### src/rtl/camera_pkg.sv
// Shared definitions for the camera capture block: screen geometry defaults,
// RGB565 colour constants, capture FSM state encoding and the colour-bar
// helper used when the design is built with CAPTURE_TEST_PATTERN_EN.
package camera_pkg;

  localparam int DEFAULT_SCREEN_WIDTH  = 176;
  localparam int DEFAULT_SCREEN_HEIGHT = 144;

  localparam logic [15:0] RED   = 16'hF800;
  localparam logic [15:0] GREEN = 16'h07E0;
  localparam logic [15:0] BLUE  = 16'h001F;
  localparam logic [15:0] BLACK = 16'h0000;

  // Column boundaries of the three vertical colour bars
  localparam logic [7:0] PATTERN_GREEN_X = 8'd59;
  localparam logic [7:0] PATTERN_BLUE_X  = 8'd118;

  typedef enum logic [1:0] {
    SYNC    = 2'd0,
    IDLE    = 2'd1,
    LO_BYTE = 2'd2,
    HI_BYTE = 2'd3
  } capture_state_t;

  function automatic logic [15:0] test_pattern(input logic [7:0] x);
    logic [15:0] colour;
    if (x < PATTERN_GREEN_X) begin
      colour = RED;
    end else if (x < PATTERN_BLUE_X) begin
      colour = GREEN;
    end else begin
      colour = BLUE;
    end
    return colour;
  endfunction

endpackage

### src/rtl/sync_edge_detect.sv
// Registers the camera sync inputs and produces single-cycle edge strobes:
// vsync_rise marks the start of vertical blanking, href_fall the end of a line.
// The strobes are valid in the same cycle the new input level is presented.
module sync_edge_detect (
  input  logic clk,
  input  logic rst,
  input  logic vsync,
  input  logic href,
  output logic vsync_rise,
  output logic href_fall
);

  logic vsync_q;
  logic href_q;

  // Remember last cycle's VSYNC and HREF levels
  always_ff @(posedge clk or posedge rst) begin
    if (rst) begin
      vsync_q <= 1'b0;
      href_q  <= 1'b0;
    end else begin
      vsync_q <= vsync;
      href_q  <= href;
    end
  end

  assign vsync_rise = vsync & ~vsync_q;
  assign href_fall  = ~href & href_q;

endmodule

### src/rtl/camera_capture.sv
// Camera capture front end: assembles RGB565 pixels from an 8-bit camera bus
// (low byte first), tracks column/row counters and emits frame-buffer write
// strobes with addresses. Define CAPTURE_TEST_PATTERN_EN to replace the camera
// bytes with a red/green/blue colour-bar pattern while keeping all timing.
import camera_pkg::*;

module camera_capture #(
  parameter int SCREEN_WIDTH  = DEFAULT_SCREEN_WIDTH,
  parameter int SCREEN_HEIGHT = DEFAULT_SCREEN_HEIGHT
) (
  input  logic        CLK,
  input  logic        RESET,
  input  logic        VSYNC,
  input  logic        HREF,
  input  logic [7:0]  CAM_DATA,
  output logic [15:0] PIXEL_OUT,
  output logic        PIXEL_VALID,
  output logic [7:0]  X_ADDR,
  output logic [7:0]  Y_ADDR,
  output logic [14:0] W_ADDR,
  output logic        FRAME_DONE,
  output logic        LINE_ERR
);

  localparam logic [7:0]  WIDTH_LIM  = 8'(SCREEN_WIDTH);
  localparam logic [7:0]  HEIGHT_LIM = 8'(SCREEN_HEIGHT);
  localparam logic [14:0] WIDTH_15   = 15'(SCREEN_WIDTH);

  capture_state_t state;
  capture_state_t next_state;

  logic vsync_rise;
  logic href_fall;

  // Control strobes decoded by the FSM for the datapath
  logic sync_clear;
  logic frame_end;
  logic err_set;
  logic lo_latch;
  logic hi_latch;
  logic line_end;

  logic [7:0]  x_cnt;
  logic [7:0]  y_cnt;
  logic        line_has_pixel;
  logic        pixel_in_window;
  logic [14:0] addr_calc;

  sync_edge_detect u_sync_edge_detect (
    .clk        (CLK),
    .rst        (RESET),
    .vsync      (VSYNC),
    .href       (HREF),
    .vsync_rise (vsync_rise),
    .href_fall  (href_fall)
  );

  assign pixel_in_window = (x_cnt < WIDTH_LIM) && (y_cnt < HEIGHT_LIM);
  assign addr_calc       = 15'(x_cnt) + (15'(y_cnt) * WIDTH_15);

  // Capture state register
  always_ff @(posedge CLK or posedge RESET) begin
    if (RESET) begin
      state <= SYNC;
    end else begin
      state <= next_state;
    end
  end

  // Next-state decode; a VSYNC rise always wins over any HREF activity
  always_comb begin
    next_state = state;
    sync_clear = 1'b0;
    frame_end  = 1'b0;
    err_set    = 1'b0;
    lo_latch   = 1'b0;
    hi_latch   = 1'b0;
    line_end   = 1'b0;
    case (state)
      SYNC: begin
        if (VSYNC) begin
          sync_clear = 1'b1;
          next_state = IDLE;
        end
      end
      IDLE: begin
        if (vsync_rise) begin
          frame_end = 1'b1;
        end else if (!VSYNC && HREF) begin
          lo_latch   = 1'b1;
          next_state = HI_BYTE;
        end
      end
      HI_BYTE: begin
        if (vsync_rise) begin
          frame_end  = 1'b1;
          err_set    = 1'b1;
          next_state = IDLE;
        end else if (href_fall || !HREF) begin
          err_set    = 1'b1;
          line_end   = 1'b1;
          next_state = IDLE;
        end else begin
          hi_latch   = 1'b1;
          next_state = LO_BYTE;
        end
      end
      LO_BYTE: begin
        if (vsync_rise) begin
          frame_end  = 1'b1;
          next_state = IDLE;
        end else if (href_fall || !HREF) begin
          line_end   = 1'b1;
          next_state = IDLE;
        end else begin
          lo_latch   = 1'b1;
          next_state = HI_BYTE;
        end
      end
      default: begin
        next_state = SYNC;
      end
    endcase
  end

  // Column/row counters; a line that delivered no pixel does not advance the row
  always_ff @(posedge CLK or posedge RESET) begin
    if (RESET) begin
      x_cnt          <= 8'd0;
      y_cnt          <= 8'd0;
      line_has_pixel <= 1'b0;
    end else if (sync_clear || frame_end) begin
      x_cnt          <= 8'd0;
      y_cnt          <= 8'd0;
      line_has_pixel <= 1'b0;
    end else if (line_end) begin
      if (line_has_pixel) begin
        x_cnt <= 8'd0;
        if (y_cnt < HEIGHT_LIM) begin
          y_cnt <= y_cnt + 8'd1;
        end
      end
      line_has_pixel <= 1'b0;
    end else if (hi_latch) begin
      if (x_cnt < WIDTH_LIM) begin
        x_cnt <= x_cnt + 8'd1;
      end
      line_has_pixel <= 1'b1;
    end
  end

  // Registered write strobe and addresses, one cycle after the high byte
  always_ff @(posedge CLK or posedge RESET) begin
    if (RESET) begin
      PIXEL_VALID <= 1'b0;
      X_ADDR      <= 8'd0;
      Y_ADDR      <= 8'd0;
      W_ADDR      <= 15'd0;
    end else begin
      PIXEL_VALID <= hi_latch && pixel_in_window;
      if (hi_latch && pixel_in_window) begin
        X_ADDR <= x_cnt;
        Y_ADDR <= y_cnt;
        W_ADDR <= addr_calc;
      end
    end
  end

  // Frame-end strobe and sticky line error flag
  always_ff @(posedge CLK or posedge RESET) begin
    if (RESET) begin
      FRAME_DONE <= 1'b0;
      LINE_ERR   <= 1'b0;
    end else begin
      FRAME_DONE <= frame_end;
      if (err_set) begin
        LINE_ERR <= 1'b1;
      end
    end
  end

`ifdef CAPTURE_TEST_PATTERN_EN
  // Colour-bar pixel chosen by the column the pixel lands in
  always_ff @(posedge CLK or posedge RESET) begin
    if (RESET) begin
      PIXEL_OUT <= BLACK;
    end else if (hi_latch) begin
      PIXEL_OUT <= test_pattern(x_cnt);
    end
  end
`else
  // Pixel assembly from the camera bus, low byte then high byte
  always_ff @(posedge CLK or posedge RESET) begin
    if (RESET) begin
      PIXEL_OUT <= BLACK;
    end else begin
      if (lo_latch) begin
        PIXEL_OUT[7:0] <= CAM_DATA;
      end
      if (hi_latch) begin
        PIXEL_OUT[15:8] <= CAM_DATA;
      end
    end
  end
`endif

endmodule

### config.mk
export PLATFORM = sky130hd
export DESIGN_NAME = camera_capture
export DESIGN_NICKNAME = d
export VERILOG_FILES = /design/src/rtl/camera_pkg.sv /design/src/rtl/sync_edge_detect.sv /design/src/rtl/camera_capture.sv
export SDC_FILE = /design/constraint.sdc
export NUM_CORES = 1
export LEC_CHECK = 0
export ABC_AREA = 1
export BUFFER_PORTS_ARGS = -buffer_cell sky130_fd_sc_hd__buf_2
export CAP_MARGIN = 20
export CORE_MARGIN = 2
export CORE_UTILIZATION = 40
export DETAILED_ROUTE_END_ITERATION = 10
export SETUP_SLACK_MARGIN = 0.02
export SLEW_MARGIN = 20
export SYNTH_ARGS = -nofsm -noshare
export SYNTH_HDL_FRONTEND = slang
export SYNTH_SLANG_ARGS = --single-unit
export TNS_END_PERCENT = 50
### constraint.sdc
create_clock -name CLK -period 3.2 [get_ports CLK]
set_clock_uncertainty 0.2 [all_clocks]
set_input_delay 0.64 -clock CLK [delete_from_list [all_inputs] [get_ports CLK]]
set_output_delay 0.64 -clock CLK [all_outputs]
set_load 0.02 [all_outputs]
Word-level counts from Yosys, hierarchy flattened
Index checks and enable logic that the tools add are counted.

Flip-flop bits (word level): 71. Bits of input ports: 12. Output and inout bits: 50. Word-level logic and storage cells: 84.

Multiplexer cells: 35. Bitwise gates (word level): 4. Equality and inequality tests: 7. $add $sub $neg: 3. Magnitude comparators: 2. $mul: 1. Reductions and logical operators: 18.

Operator list (count): two-way mux 8 bit (9); two-way mux 1 bit (17); adder 8 x 1 -> 8 bit (second input constant) (2); < comparator 8 bit (second input constant) (2); adder 8 x 15 -> 15 bit (1); two-way mux 2 bit (7); multiplier 8 x 4 -> 11 bit (second input constant) (1); AND reduction 3 bit (3); case mux 2 bit (4 select lines) (1); != test 2 bit (second input constant) (3); nonzero test 2 bit (3); nonzero test 3 bit (2); == test 2 bit (second input constant) (2); logical AND 1 bit (3); != test 3 x 1 -> 1 bit (second input constant) (1); OR reduction 3 bit (1); bitwise AND 1 bit (2); == test 2 x 1 -> 1 bit (second input constant) (1); zero test 1 bit (2); zero test 2 bit (1); logical OR 1 bit (2); inverter 1 bit (2); case mux 1 bit (2 select lines) (1); OR reduction 2 bit (1).

Depth between registers and ports, before layout
Gate-level depths: netlist of the first run.

Word-level depth: 9. Depth in mapped cells: 16. Depth with buffers taken out: 16.

Hierarchy
Synthesis of the first run repeated with hierarchy kept, for this count alone.

Cell total of the unflattened synthesis: 461. Area, all modules: 3895.0 µm².

Modules (own cells, without submodules): camera_capture (seq. area each 1626.6 µm², cells each 454, instances 1, area an instance 3821.2 µm²); sync_edge_detect (seq. area each 50.0 µm², cells each 7, instances 1, area an instance 73.8 µm²).

Worst setup path after synthesis of the first run
OpenSTA, ideal clock, no wires.

Path type: flip-flop to flip-flop. Start: reg y_cnt[0]. End: reg W_ADDR[14]. Data required time: 2.883 ns. Arrival: 2.632 ns. Path buffers: 0. Library setup time: 0.117 ns. Slack: 0.251 ns. Stages on the path, launching flop included: 14. Clock period less this slack: 2.949 ns. Path through: dfrtp_1 > ha_1 > ha_1 > fa_1 > ha_1 > nand2_1 > nor2_1 > nor2_1 > nor2_1 > nand3_1 > nor2_1 > nand3_1 > nand3_1 > nand2_1.

Longest elaborated chain between the ends: 3. Elaborated cells on any way between the ends: 5. Those cells by class: 1 x add/sub; 1 x mul; 1 x order compare; 2 x reduce/logical.

Ends and longest elaborated chain: start: declaration (line camera_capture.sv:44) `logic [7:0] y_cnt;`; start signal: assignment (line camera_capture.sv:140) `y_cnt <= y_cnt + 8'd1;`; branches (longest 3 deep; another with adder 8 x 15 -> 15 bit); end signal: assignment (line camera_capture.sv:164) `W_ADDR <= addr_calc;`; end: declaration (line camera_capture.sv:20) `output logic [14:0] W_ADDR,`.

Several ways; the timed one is not identified. A chain may end at the register's enable or synchronous reset.

Worst setup path after layout of the first run
Start: reg y_cnt[2]. End: reg W_ADDR[14].

The elaborated chain is that of the path after synthesis.

==> results of run 1 <==
[metrics by stage]
step           power (uW)  setup slack (ps)
2_1_floorplan        2990               251
3_3_place_gp         3550               107
3_5_place_dp         3590              30.0
4_1_cts              4280              24.7
5_1_grt              4740            -0.470
6_report             4310               177
[repair_timing]
action,4_1_cts,5_1_grt
hold buffers,0,0
gates resized for setup,0,13
endpoints found under the setup margin,0,4
[sequential cells by signal (all words and copies together) (netlist names)]
name,flops
PIXEL_OUT,16
PIXEL_VALID,1
W_ADDR,11
state,2
line_has_pixel,1
x_cnt,8
X_ADDR,8
Y_ADDR,8
y_cnt,8
FRAME_DONE,1
LINE_ERR,1
u_sync_edge_detect.vsync_q,1
[placed cells by master (no fill, tap or decap), drive strengths merged]
master,instances
clkbuf,9
a32o,1
inv,77
o22ai,1
dfrtp,66
o21ai,51
a211oi,1
fa,6
nand4,7
o31ai,6
nand3,32
clkinvlp,3
buf,67
a22oi,1
a31oi,1
a21oi,10
xor2,7
nand3b,2
nor3,6
ha,29
or2,3
xnor2,2
nand2,131
o21bai,1
nor2,24
[metal layers]
| metal | vias up | track usage (%) | wire length, um |
|---|---|---|---|
| met5 | - | 0 | 0 |
| met4 | 0 | 6.15 | 136 |
| met3 | 13 | 4.54 | 380 |
| met2 | 69 | 26.7 | 3740 |
| met1 | 1459 | 22.9 | 3930 |
| li1 | 1648 | - | - |
[final timing paths]
| kind | startpoint | end | slack (ps) | depth (start not counted) |
|---|---|---|---|---|
| max | y_cnt[2] | W_ADDR[14] | 180 | 13 |
| min | RESET | line_has_pixel | 110 | 2 |
| max reg2reg | y_cnt[2] | W_ADDR[14] | 180 | 13 |
| min reg2reg | W_ADDR[14] | W_ADDR[14] | 280 | 2 |
| max in group asynchronous | RESET | y_cnt[2] | 2060 | 3 |
| min in group CLK | VSYNC | u_sync_edge_detect.vsync_q | 260 | 1 |
[power by group through the flow]
stage / Clock (uW) / Sequential [uW] / Combinational (uW)
floorplan: 0 / 1640 / 1350
global placement: 0 / 1350 / 2190
detailed placement: 0 / 1370 / 2220
CTS: 697 / 1350 / 2230
global route: 736 / 1400 / 2610
finish: 670 / 1350 / 2290
[cell families (layout without fill, tap and decap cells)]
kind of cell / Yosys count / in the layout / share of synthesized area, %
simple gates: 205 / 205 / 23.0
buf+inv: 84 / 156 / 8.97
compound gates: 73 / 73 / 11.0
flops: 66 / 66 / 42.6
fa+ha+maj: 35 / 35 / 12.4
xor+xnor: 9 / 9 / 2.03
[worst max-delay path: cells and delay by family, from the launching register on]
kind	cells	cell delay, ps
fa+ha+maj	4	1380
flops	1	450
simple gates	9	880
[area by class of cell]
type                       count  share of cell area, %
clock inverter                 7                   1.32
timing repair buffer          67                   7.70
sequential                    66                   36.3
multi-input combinational    322                   42.3
inverter                      73                   6.07
clock buffer                   9                   2.72
tap                          129                   3.55
==> impl_metrics.tcl, run 1 <==
set metrics [dict create \
    status "finished clean" \
    synth.distinct_cells 34 \
    crit_fanout 6 \
    max_stage_delay_ps 490 \
    synth-edff-count 0 \
    hold_violations 0 \
    viasPerCell 4.74 \
    yosysTopAreaCellShare_pct 42.6 \
    cts_tree "built" \
    critPathCaptureType "flop" \
    synth_area_leaders "dfrtp_1 43%, nand2_1 12%, ha_1 9.4%, inv_1 6.5%, o21ai_0 6.4%" \
    cts_setup_buffers 0 \
    required_ps 3260 \
    fmax_ghz 0.331 \
    final-setup-viol-count 0 \
    synth.most_common_cell "nand2_1" \
    p_clk_share_pct 15.5 \
    cp-start-kind "flop" \
    yosys_warnings 0 \
    fin_crit_ps 3020 \
    p_int_uw 2220 \
    worst_pin_slew_ps 525 \
    tns_ps 0 \
    clockBufferDepth 2 \
    crit_arrival_ps 3080 \
    post-place-cells 657 \
    ys.flop_type "dfrtp_1" \
    placed_area_mm2 0.00432 \
    wire_per_inst_um 12.2 \
    finalMaxSlewViolations 0 \
    core_area_mm2 0.00933 \
    async_flop_share_pct 100 \
    p_comb_share_pct 53.1 \
    drtIter0Drc 116 \
    cp_slowest_cell "fa_1" \
    path_clk_slew_ps 90 \
    p_leak_uw 0.00244 \
    die_x_um 102 \
    die_h_um 102 \
    fill_cells 923 \
    rsz0062_at_grt "yes" \
    drc 0 \
    final_util_pct 48.8 \
    antenna_cells 0 \
    synth_nets 519 \
    grt_max_degree 30 \
    synth.avg_cell_area_um2 8.22 \
    grt_pass1_wl_um 14100 \
    root_buffer "clkbuf_8" \
    cts_sinks 66 \
    hold_slack_ps 110 \
    instances_no_fill 673 \
    cap_violations 0 \
    drive_above_1_share_pct 21.3 \
    finalInstanceArea_mm2 0.00455 \
    io_buffers 61 \
    dieArea_mm2 0.0105 \
    fin_nets 586 \
    power.switching_uw 2090 \
    worstSkewPairLatency_ps 360 \
    dpl.hpwl_um 6230 \
    yosys.area.top_type "dfrtp_1" \
    peakVddDrop_mv 0.428 \
    multi_input_area_mm2 0.00193 \
    seq_area_mm2 0.00165 \
    grt_usage_pct 17.1 \
    worstHoldPathType "primary input to async pin" \
    synth-seq-cells 66 \
    synth_common_cells "125 x nand2_1, 67 x inv_1, 66 x dfrtp_1" \
    synthesis.area_mm2 0.00388 \
    routed_wl_um 8190 \
    syn_inst 472 \
    yosysSeqAreaShare_pct 42.6 \
    postRouteAntennaNets 0 \
    routabilityCongestion 0.842 \
    io_pins 62 \
    grt_pass1_vias 3015 \
    syn_to_final_growth_pct 17.3 \
    crit_chain "ha_1 > ha_1 > fa_1 > ha_4 > nand2_1 > nor2_1 > nor2_1 > nor2_2 > nand3_2 > nor2_4 > nand3_1 > nand3_1 > nand2_1" \
    crit_type "flop to flop" \
    overflow 0 \
    antenna_found_initial 0 \
    p_sw_share_pct 48.5 \
    cts-buffers-inserted 9 \
    htree_levels 3 \
    num_vias 3189 \
    relSlewSlack_pct 64.8 \
    rows 35 \
    start_util_pct 41.6 \
    fin_crit_sh_pct 94.5 \
    drtPass1Iterations 4 \
    p_per_area_mw_per_mm2 947 \
    seq_power_share_pct 31.4 \
]
(Power assumes the default switching activity.)
==> inputs of run 2 (changes only) <==
- CORE_ASPECT_RATIO: unset -> 0.5
==> run 2 against run 1 <==
  * Sequential cell count stayed put
  * Maximum frequency is 0.90% higher
  * Worst setup slack better by 27 ps
  * Utilization rose by 0.42 points
  * Critical path type unchanged
  * Largest power group unchanged
==> impl_metrics.tcl, run 2 (same netlist as run 1, synthesis figures left out) <==
set metrics [dict create \
    status "finished clean" \
    cts_resized 0 \
    core_area_mm2 0.00945 \
    worstReg2RegStart "y_cnt[0]" \
    dpl_worst_slack_ps 71.1 \
    critical_path.startpoint "y_cnt[0]" \
    cts_setup_buffers 0 \
    layout_commonest_cell "nand2_1" \
    r2r_slack_ps 200 \
    finalInstanceArea_mm2 0.00465 \
    drtPass1Iterations 4 \
    cap_violations 0 \
    fill_cells 911 \
    max_flop_register "PIXEL_OUT" \
    routabilityCongestion 0.786 \
    p_leak_uw 0.00249 \
    fmax_ghz 0.334 \
    antenna_found_initial 0 \
    io_buffers 61 \
    finalMaxSlewViolations 0 \
    num_vias 3131 \
    rsz0062_at_grt "yes" \
    root_buffer "clkbuf_16" \
    cp-start-kind "flop" \
    largest_reg_flops 16 \
    drive_above_1_share_pct 20.6 \
    p_per_area_mw_per_mm2 967 \
    worstHoldPathType "primary input to async pin" \
    placed_area_mm2 0.00435 \
    worstSkewPairLatency_ps 330 \
    path_clk_slew_ps 60 \
    viasPerCell 4.60 \
    io_pins 62 \
    routed_wl_um 7940 \
    die_h_um 73.6 \
    critPathCaptureType "flop" \
    grt_pass1_wl_um 13600 \
    fin_crit_ps 3000 \
    setup_slack_ps 204 \
    drtIter0Drc 145 \
    crit_type "flop to flop" \
    relSlewSlack_pct 56.7 \
    peakVddDrop_mv 0.375 \
    rows 25 \
    clockBufferDepth 2 \
    instances_no_fill 680 \
    post-place-cells 664 \
    wire_per_inst_um 11.7 \
    crit_fanout 6 \
    fin_crit_sh_pct 93.6 \
    required_ps 3220 \
    antenna_cells 0 \
    overflow 0 \
    dpl.hpwl_um 6020 \
    dieArea_mm2 0.0106 \
    cts-buffers-inserted 9 \
    start_util_pct 41.1 \
    worst_pin_slew_ps 649 \
    crit_arrival_ps 3020 \
    htree_levels 3 \
    grt_usage_pct 16.6 \
    final_cell_mix "125 x nand2_1, 66 x inv_1, 65 x dfrtp_1, 61 x buf_2, 50 x o21ai_0" \
    cts_sinks 66 \
    cts_tree "built" \
    ctsHoldBuffers 0 \
    final-setup-viol-count 0 \
    postRouteAntennaNets 0 \
    top_regs "PIXEL_OUT: 16 flops, W_ADDR: 11 flops" \
    die_x_um 143 \
    drc 0 \
    grt_pass1_vias 2943 \
    fin_nets 587 \
    grt_max_degree 38 \
    syn_to_final_growth_pct 19.8 \
    hold_violations 0 \
]
## run 2: cell count changes in the layout (fill, tap and decap cells not counted), moves of 2 or more
| cell | previous run | this run |
|---|---|---|
| inv_6 | 3 | 1 |
| clkbuf_16 | 0 | 9 |
| clkinv_2 | 0 | 2 |
| a21oi_2 | 2 | 0 |
| a21oi_1 | 8 | 10 |
| clkbuf_8 | 9 | 0 |
## run 2: per-layer routing
layer	up-vias	wire [um]	GRT usage (%)
met5	-	0	0
met4	0	89	5.23
met3	8	412	5.35
met2	58	3420	26.3
met1	1415	4010	22.0
li1	1650	-	-
## run 2: where the power goes
group / switching [uW] / internal, uW / total (uW)
Sequential: 211 / 1140 / 1350
Combinational: 1460 / 788 / 2250
Clock: 371 / 523 / 894
## run 2: worst paths after layout
check	to	cells past startpoint
max	W_ADDR[14]	14
max in group asynchronous	y_cnt[2]	3
min	PIXEL_OUT[8]	2
min in group CLK	W_ADDR[7]	2
max reg2reg	W_ADDR[14]	14
min reg2reg	W_ADDR[7]	2
## run 2: stage by stage
step | util, % | power, uW | hold slack [ps] | setup TNS [ps]
floorplan | - | 2990 | 272 | 0
global placement | 46.0 | 3560 | 246 | 0
detailed placement | 46.0 | 3590 | 258 | 0
CTS | 48.9 | 4510 | 204 | 0
global route | 49.2 | 4930 | 237 | -3.13
finish | 49.2 | 4500 | 191 | 0
## run 2: layout make-up
cell class / instances / area, um^2 / area share (%)
timing repair buffer: 68 / 370 / 7.97
clock buffer: 10 / 229 / 4.92
clock inverter: 6 / 41.3 / 0.888
sequential: 66 / 1650 / 35.5
multi-input combinational: 322 / 1910 / 41.1
inverter: 73 / 277 / 5.95
tap: 135 / 169 / 3.63
## run 2: worst max-delay path, stage by stage, from the launching register on
cell and delay [ps]:
dfrtp_1 380, buf_4 150, ha_1 270, ha_2 230
fa_1 520, ha_4 300, nand2_1 70, nor2_2 110
nor2_1 60, nor2_2 120, nand3_2 110, nor2_2 160
nand3_1 90, nand3_1 80, nand2_1 50
==> inputs of run 3 (changes only) <==
- CORE_MARGIN: 2 -> 10
==> run 3 against run 2 <==
  * Register-to-register slack about the same
  * First-iteration DRC count is 6.9% lower
  * Via count is 1.9% higher
  * Sequential share of layout area decreased by 0.21 points
  * Final cell count increased by 0.29%
  * Routed wire length grew 8.4%
  * Maximum frequency shrank 0.20%
  * Sequential power about the same
  * Critical path type unchanged
  * Highest routed layer unchanged
==> impl_metrics.tcl, run 3 (same netlist as run 1, synthesis figures left out) <==
set metrics [dict create \
    status "finished clean" \
    wire_per_inst_um 12.6 \
    start_util_pct 41.1 \
    grt_pass1_vias 3304 \
    worstReg2RegStart "y_cnt[2]" \
    fin_crit_sh_pct 93.8 \
    p_comb_share_pct 50.5 \
    num_vias 3190 \
    hold_slack_ps 107 \
    postRouteAntennaNets 0 \
    path_clk_slew_ps 60 \
    tns_ps 0 \
    grt_pass1_wl_um 15200 \
    fin_crit_ps 3000 \
    cts_tree "built" \
    critPathCaptureType "flop" \
    clockBufferDepth 2 \
    fmax_ghz 0.333 \
    max_flop_register "PIXEL_OUT" \
    crit_fanout 4 \
    required_ps 3220 \
    layout_commonest_cell "nand2_1" \
    p_int_uw 2480 \
    critical_path.startpoint "y_cnt[2]" \
    p_clk_share_pct 19.9 \
    power.switching_uw 2110 \
    top_regs "PIXEL_OUT: 16 flops, W_ADDR: 11 flops" \
    finalInstanceArea_mm2 0.00468 \
    largest_reg_flops 16 \
    core_area_mm2 0.00945 \
    seq_area_mm2 0.00165 \
    dieArea_mm2 0.0143 \
    worstHoldPathType "primary input to async pin" \
    final_util_pct 49.5 \
    cp-start-kind "flop" \
    io_pins 62 \
    grt_usage_pct 12.8 \
    p_leak_uw 0.00249 \
    p_sw_share_pct 46.0 \
    drive_above_1_share_pct 21.9 \
    drtIter0Drc 135 \
    crit_type "flop to flop" \
    rows 25 \
    io_buffers 61 \
    fill_cells 957 \
    overflow 0 \
    setup_slack_ps 198 \
    routed_wl_um 8600 \
    routabilityCongestion 0.797 \
    final-setup-viol-count 0 \
    seq_power_share_pct 29.6 \
    finalMaxSlewViolations 0 \
    drc 0 \
    syn_to_final_growth_pct 20.6 \
    worstSkewPairLatency_ps 330 \
    antenna_cells 0 \
    fin_nets 589 \
    hold_violations 0 \
    dpl_worst_slack_ps 86.1 \
    crit_arrival_ps 3030 \
    worst_pin_slew_ps 495 \
    p_per_area_mw_per_mm2 981 \
    viasPerCell 4.68 \
    grt_max_degree 26 \
    cts_sinks 66 \
    drtPass1Iterations 4 \
    placed_area_mm2 0.00434 \
    dpl.hpwl_um 6660 \
    root_buffer "clkbuf_16" \
    cts-buffers-inserted 9 \
    final_cell_mix "124 x nand2_1, 66 x inv_1, 64 x dfrtp_1, 61 x buf_2, 50 x o21ai_0" \
    antenna_found_initial 0 \
    die_h_um 89.6 \
    multi_input_area_mm2 0.00193 \
    relSlewSlack_pct 66.8 \
    cap_violations 0 \
    rsz0062_at_grt "no" \
    peakVddDrop_mv 0.376 \
    die_x_um 159 \
    htree_levels 3 \
]
[run 3: worst max-delay path, cell delays in order (launching register included)]
cell and delay, ps:
dfrtp_2 430, ha_1 280, ha_1 310, fa_1 500, ha_4 310, nand2_1 50
nor2_1 130, nor2_1 70, nor2_2 130, nand3_2 130, nor2_4 140, nand3_1 80
nand3_1 80, nand2_1 50
[run 3: layout make-up]
| class | count | area share [%] |
|---|---|---|
| inverters | 73 | 5.91 |
| well taps | 135 | 3.61 |
| clock inverters | 7 | 1.15 |
| multi-input cells | 322 | 41.2 |
| clock buffers | 9 | 4.81 |
| flip-flops and latches | 66 | 35.3 |
| repair buffers | 70 | 7.97 |
[run 3: worst paths after layout]
path | end | slack (ps) | cells after the start
max | W_ADDR[14] | 200 | 13
min | PIXEL_OUT[0] | 110 | 2
max reg2reg | W_ADDR[14] | 200 | 13
min reg2reg | W_ADDR[5] | 270 | 2
max in group asynchronous | W_ADDR[12] | 2000 | 3
min in group CLK | W_ADDR[5] | 270 | 2
[run 3: timing repair]
item	in CTS	in global routing
buffers inserted	0	2
hold buffers	0	0
resized for setup	0	15
setup endpoints to repair	0	4
endpoints found under the hold margin	0	0
[run 3: layer usage]
layer | global-route usage (%) | wire length, um
met1 | 15.5 | 4170
met2 | 21.3 | 3790
met3 | 4.60 | 510
met4 | 4.26 | 127
met5 | 0 | 0
[run 3: per-stage QoR]
stage	instances	power (uW)
finish	682	4590
global route	682	5040
CTS	680	4560
detailed placement	664	3620
global placement	664	3580
floorplan	472	2990
[run 3: power by group through the flow]
| stage | sequential [uW] | clock, uW | combinational, uW |
|---|---|---|---|
| floorplan | 1640 | 0 | 1350 |
| global placement | 1370 | 0 | 2210 |
| detailed placement | 1370 | 0 | 2260 |
| CTS | 1360 | 947 | 2260 |
| global route | 1410 | 980 | 2650 |
| finish | 1360 | 915 | 2320 |
